==> src/rtl/dadda8_mul_arbiter.sv <==
// dadda8_mul_arbiter: one shared 8x8 unsigned multiplier serving NREQ requesters.
// A round-robin arbiter feeds a two-stage pipeline: an operand register, then
// the combinational multiplier feeding a result register. Results return on a
// single tagged response port with backpressure.

// Combinational 8x8 unsigned multiplier. The partial-product matrix is reduced
// with rows of 3:2 compressors following the Dadda height sequence
// 8 -> 6 -> 4 -> 3 -> 2, then a single carry-propagate add.
module dadda8_orig (
    input  logic [7:0]  a,
    input  logic [7:0]  b,
    output logic [15:0] p
);
    logic [15:0] pp [8];
    logic [15:0] l1 [6];
    logic [15:0] l2 [4];
    logic [15:0] l3 [3];
    logic [15:0] l4 [2];

    genvar gi;

    // Partial products: row gi is a gated by b[gi], shifted into place.
    generate
        for (gi = 0; gi < 8; gi++) begin : g_pp
            assign pp[gi] = {8'b0, a & {8{b[gi]}}} << gi;
        end
    endgenerate

    // 8 -> 6 rows: two compressor groups, the last two rows pass through.
    generate
        for (gi = 0; gi < 2; gi++) begin : g_l1
            assign l1[2*gi]   = pp[3*gi] ^ pp[3*gi+1] ^ pp[3*gi+2];
            assign l1[2*gi+1] = ((pp[3*gi] & pp[3*gi+1]) | (pp[3*gi] & pp[3*gi+2])
                               | (pp[3*gi+1] & pp[3*gi+2])) << 1;
        end
    endgenerate
    assign l1[4] = pp[6];
    assign l1[5] = pp[7];

    // 6 -> 4 rows.
    generate
        for (gi = 0; gi < 2; gi++) begin : g_l2
            assign l2[2*gi]   = l1[3*gi] ^ l1[3*gi+1] ^ l1[3*gi+2];
            assign l2[2*gi+1] = ((l1[3*gi] & l1[3*gi+1]) | (l1[3*gi] & l1[3*gi+2])
                               | (l1[3*gi+1] & l1[3*gi+2])) << 1;
        end
    endgenerate

    // 4 -> 3 rows.
    assign l3[0] = l2[0] ^ l2[1] ^ l2[2];
    assign l3[1] = ((l2[0] & l2[1]) | (l2[0] & l2[2]) | (l2[1] & l2[2])) << 1;
    assign l3[2] = l2[3];

    // 3 -> 2 rows.
    assign l4[0] = l3[0] ^ l3[1] ^ l3[2];
    assign l4[1] = ((l3[0] & l3[1]) | (l3[0] & l3[2]) | (l3[1] & l3[2])) << 1;

    // The full product fits in 16 bits, so no carry is lost above bit 15.
    assign p = l4[0] + l4[1];
endmodule

module dadda8_mul_arbiter #(
    parameter int NREQ  = 4,
    parameter int ID_W  = 2,
    parameter int CNT_W = 16
) (
    input  logic                clk,
    input  logic                rst,
    input  logic [NREQ-1:0]     req_valid,
    input  logic [NREQ*8-1:0]   req_a,
    input  logic [NREQ*8-1:0]   req_b,
    output logic [NREQ-1:0]     req_ready,
    output logic                rsp_valid,
    input  logic                rsp_ready,
    output logic [ID_W-1:0]     rsp_id,
    output logic [15:0]         rsp_data,
    output logic                busy,
    output logic [CNT_W-1:0]    op_count
);
    logic            s1_valid_q, s1_valid_d;
    logic [7:0]      s1_a_q, s1_a_d;
    logic [7:0]      s1_b_q, s1_b_d;
    logic [ID_W-1:0] s1_id_q, s1_id_d;
    logic            rsp_valid_q, rsp_valid_d;
    logic [15:0]     rsp_data_q, rsp_data_d;
    logic [ID_W-1:0] rsp_id_q, rsp_id_d;
    logic [CNT_W-1:0] op_count_q, op_count_d;
    logic [ID_W-1:0] rr_ptr_q, rr_ptr_d;

    logic            out_free, s1_adv, s1_free, accept;
    logic            pick_found;
    logic [ID_W-1:0] pick_idx;
    logic [NREQ-1:0] pick_onehot;
    logic [7:0]      sel_a, sel_b;
    logic [15:0]     product;

    dadda8_orig u_mul (
        .a (s1_a_q),
        .b (s1_b_q),
        .p (product)
    );

    assign out_free = !rsp_valid_q | rsp_ready;
    assign s1_adv   = s1_valid_q & out_free;
    assign s1_free  = !s1_valid_q | out_free;

    // Round-robin pick: first valid requester at or after rr_ptr, wrapping.
    always_comb begin
        int              cand;
        logic [ID_W-1:0] cand_id;
        cand        = 0;
        cand_id     = '0;
        pick_found  = 1'b0;
        pick_idx    = '0;
        pick_onehot = '0;
        sel_a       = '0;
        sel_b       = '0;
        for (int k = 0; k < NREQ; k++) begin
            cand = int'(rr_ptr_q) + k;
            if (cand >= NREQ) begin
                cand = cand - NREQ;
            end
            cand_id = cand[ID_W-1:0];
            if (!pick_found && req_valid[cand_id]) begin
                pick_found           = 1'b1;
                pick_idx             = cand_id;
                pick_onehot[cand_id] = 1'b1;
                sel_a                = req_a[cand*8 +: 8];
                sel_b                = req_b[cand*8 +: 8];
            end
        end
    end

    assign req_ready = (s1_free && !rst) ? pick_onehot : '0;
    assign accept    = pick_found & s1_free & !rst;

    // Next-state for operand stage, result stage, pointer and counter.
    always_comb begin
        s1_valid_d  = s1_valid_q;
        s1_a_d      = s1_a_q;
        s1_b_d      = s1_b_q;
        s1_id_d     = s1_id_q;
        rsp_valid_d = rsp_valid_q;
        rsp_data_d  = rsp_data_q;
        rsp_id_d    = rsp_id_q;
        rr_ptr_d    = rr_ptr_q;
        op_count_d  = op_count_q;

        if (accept) begin
            s1_valid_d = 1'b1;
            s1_a_d     = sel_a;
            s1_b_d     = sel_b;
            s1_id_d    = pick_idx;
            rr_ptr_d   = (pick_idx == ID_W'(NREQ - 1)) ? '0 : pick_idx + 1'b1;
        end else if (s1_adv) begin
            s1_valid_d = 1'b0;
        end

        if (s1_adv) begin
            rsp_valid_d = 1'b1;
            rsp_data_d  = product;
            rsp_id_d    = s1_id_q;
        end else if (out_free) begin
            rsp_valid_d = 1'b0;
        end

        if (rsp_valid_q && rsp_ready) begin
            op_count_d = op_count_q + CNT_W'(1);
        end
    end

    // State registers; reset discards any in-flight operations.
    always_ff @(posedge clk) begin
        if (rst) begin
            s1_valid_q  <= 1'b0;
            s1_a_q      <= '0;
            s1_b_q      <= '0;
            s1_id_q     <= '0;
            rsp_valid_q <= 1'b0;
            rsp_data_q  <= '0;
            rsp_id_q    <= '0;
            rr_ptr_q    <= '0;
            op_count_q  <= '0;
        end else begin
            s1_valid_q  <= s1_valid_d;
            s1_a_q      <= s1_a_d;
            s1_b_q      <= s1_b_d;
            s1_id_q     <= s1_id_d;
            rsp_valid_q <= rsp_valid_d;
            rsp_data_q  <= rsp_data_d;
            rsp_id_q    <= rsp_id_d;
            rr_ptr_q    <= rr_ptr_d;
            op_count_q  <= op_count_d;
        end
    end

    assign rsp_valid = rsp_valid_q;
    assign rsp_data  = rsp_data_q;
    assign rsp_id    = rsp_id_q;
    assign op_count  = op_count_q;
    assign busy      = s1_valid_q | rsp_valid_q;
endmodule
==> config.mk <==
export PLATFORM = sky130hd
export DESIGN_NAME = dadda8_mul_arbiter
export DESIGN_NICKNAME = d
export VERILOG_FILES = /design/src/rtl/dadda8_mul_arbiter.sv
export SDC_FILE = /design/constraint.sdc
export NUM_CORES = 1
export LEC_CHECK = 0
export ABC_AREA = 1
export CORE_ASPECT_RATIO = 1.5
export CORE_MARGIN = 8
export CORE_UTILIZATION = 51
export CTS_BUF_LIST = sky130_fd_sc_hd__clkbuf_8
export CTS_CLUSTER_SIZE = 16
export DETAILED_ROUTE_END_ITERATION = 8
export PLACE_DENSITY = 0.8
export RECOVER_POWER = 100
export SLEW_MARGIN = 25
export SYNTH_ARGS = -nofsm -noshare
export SYNTH_HDL_FRONTEND = slang
export SYNTH_HIERARCHICAL = 1
export SYNTH_SLANG_ARGS = --single-unit
==> constraint.sdc <==
create_clock -name clk -period 3.6 [get_ports clk]
set_input_delay 0.72 -clock clk [delete_from_list [all_inputs] [get_ports clk]]
set_output_delay 0.72 -clock clk [all_outputs]
set_load 0.02 [all_outputs]
==> impl_metrics.ini <==
[yosys]
yosysWarningCount = 6
synth_ff_type = dfxtp_1
synth.area.top_cells = nand2_1 (17%), dfxtp_1 (17%), fa_1 (12%), o21ai_0 (10%), inv_1 (9.2%)
synth_most_common_cell = nand2_1
synth_seq_area_share = 0.171
yosysTopAreaCell = nand2_1
synth-edff-count = 0
syn_area_per_cell_um2 = 6.17
ys_types = 46
synth-seq-cells = 56
synthTopCellsByCount = nand2_1 (302), inv_1 (160), o21ai_0 (132), nor2_1 (84), dfxtp_1 (56)
synth_top_area_share = 0.173
synth_fp_nets = 1202
async_flop_share = 0
syn_inst = 1060
synth_area_mm2 = 0.00654

[hold_path]
holdPathEnd = s1_id_q[0]$_SDFFE_PP0P_
min_from = s1_id_q[0]$_SDFFE_PP0P_
hold_class = flop to flop
hold_depth = 2

[clock_network]
cts_buffer_depth = 2
cts_buffers = 5
cts-htree-levels = 2
clock-sinks = 56
cts-root-buf = clkbuf_8
clock_latency_ns = 0.32
clk_pin_slew_ns = 0.10
hold_buffers = 0
cts_tree = yes

[sta]
grt_setup_unrepaired = yes
fin_ws_ns = -0.148
skew_ns = 0.00751
min_period_over_period = 1.04
hold_slack_ns = 0.467
slew-limit-headroom = 0.391
final.setup.tns_ns = -0.771
min_period_ns = 3.75
max_freq_mhz = 267
hold_viol = 0
slew_violations = 0
finalSetupViolCount = 9
tightest_slew_ns = 0.913

[global_route]
grt_pass1_wl_um = 29600
grt_use_total = 0.209
grt_overflow_total = 0
met2_usage = 0.383
grt-busiest-layer = met2
grt_pass1_vias = 6573
grt_use_met3 = 0.0258
met1_usage = 0.234
grt_start_max_net_pins = 97
antenna_found_initial = 0

[placement]
hpwlAfterDp_um = 13800
dp_slack_ns = -0.222
gp_congestion = 0.941
port_buffers = 110
placed_area_mm2 = 0.00801
place_inst = 1319

[setup_path]
worstPathArrival_ns = 3.96
critPathMaxStageDelay_ns = 0.56
reg2reg_to = rsp_data[13]$_SDFFE_PP0P_
crit_type = flop to flop
crit_fanout = 6
cp_cell_sequence = nand2_2, inv_2, fa_2, inv_2, fa_2, fa_1, inv_2, fa_1, ha_4, buf_4, or2_4, nand3_2, nand2_1, nand2_1, nand2_1, o21ai_1, nor2_1
cp.required_ns = 3.82
r2r_slack_ns = -0.15
critPathLaunchType = flop
cp-startpoint = s1_a_q[5]$_SDFFE_PP0P_
endpoint_kind = flop
r2r_start = s1_a_q[5]$_SDFFE_PP0P_
rr_worst_depth = 17
slowest_stage = fa_2

[drt]
ant_nets = 0
firstDrtPassIters = 5
vias = 6973
wire_per_inst_um = 13.1
drt_iter0_markers = 296
wl_um = 17500
vias_per_cell = 5.23
drc = 0

[die]
initial_core_util = 0.523
die_w_um = 108
die_area_mm2 = 0.0168
die_height_um = 155
core-area_mm2 = 0.0125
pin_count = 111
rows = 50

[pwr]
power.total_mw = 6.12
power_leakage_nw = 4.27
power.density_mw_per_mm2 = 740
ir_drop_mv = 0.565

[run]
drv_cap = 0

[finish]
drive_gt1_frac = 0.135
fin_util = 0.662
diodes = 0
synthToLayoutAreaGrowth_pct = 26.6
final_cells = 1334
fin_nets = 1319
final_cell_area_mm2 = 0.00828

[outcome]
status = complete, but fails checks
violations = setup timing
==> registers in the layout (all words and copies together), names as in the netlist, named ones only <==
signal and flops:
op_count 16, rsp_data 16, s1_a_q 8, s1_b_q 8, rsp_id 2, s1_id_q 2
rr_ptr_q 1, rsp_valid 1, s1_valid_q 1
==> area by class of cell <==
type / instances / area [um^2]
clock buffer: 5 / 68.8
clock inverter: 3 / 20.0
fill: 1134 / 4240
inverter: 171 / 649
multi-input combinational: 774 / 4660
sequential: 56 / 1160
tap: 156 / 195
timing repair buffer: 169 / 1530
==> report_power, final <==
part,leakage [nW],internal [mW],switching [mW]
sequential,0.466,0.811,0.200
combinational,3.76,1.90,2.86
clock,0.0455,0.136,0.211
==> cell usage in the layout (no fill, tap or decap), types with 24 or more instances in the layout <==
cell type / count
nand2_1: 284
inv_1: 154
o21ai_0: 127
nor2_1: 83
clkdlybuf4s50_1: 69
buf_4: 53
dfxtp_1: 44
a21oi_1: 41
dlygate4sd3_1: 38
nand3_1: 29
fa_1: 29
ha_1: 27
nand2_2: 24
==> cells by family after synthesis <==
logic type | after synthesis | synth area share
simple gates | 472 | 0.308
mux | 2 | 0.00306
buf+inv | 230 | 0.144
compound gates | 223 | 0.185
fa+ha+maj | 71 | 0.181
flops | 56 | 0.171
xor+xnor | 6 | 0.00804
==> worst max path at each step <==
stage,to,cells past startpoint,slack [ns]
after detailed placement,rsp_data[14]$_SDFFE_PP0P_,17,-0.22
after CTS,rsp_data[12]$_SDFFE_PP0P_,17,-0.11
after floorplan,rsp_data[13]$_SDFFE_PP0P_,17,0.003
after global placement,rsp_data[13]$_SDFFE_PP0P_,16,-0.15
after global routing,rsp_data[14]$_SDFFE_PP0P_,19,-0.28
final,rsp_data[13]$_SDFFE_PP0P_,17,-0.15
==> metal layers <==
| metal | routed length [um] | up-vias |
|---|---|---|
| met2 | 9230 | 219 |
| met3 | 776 | 56 |
| met1 | 6970 | 3126 |
| met5 | 0 | - |
| met4 | 564 | 0 |
| li1 | - | 3572 |
==> what timing repair did <==
item | CTS | global route
setup endpoints to repair | 9 | 13
pin swaps | 23 | 18
gates resized for setup | 58 | 18
buffers inserted | 5 | 2
==> worst max-delay path, delay by kind of cell, from the launching register on <==
family                     cells  cell delay [ns]
adders and majority gates      5             2.32
and+or+nand+nor                7             0.58
DFF                            1             0.38
buffers and inverters          4             0.27
AOI/OAI and AO/OA              1             0.11
No activity file was read; power rests on OpenSTA's default activity.
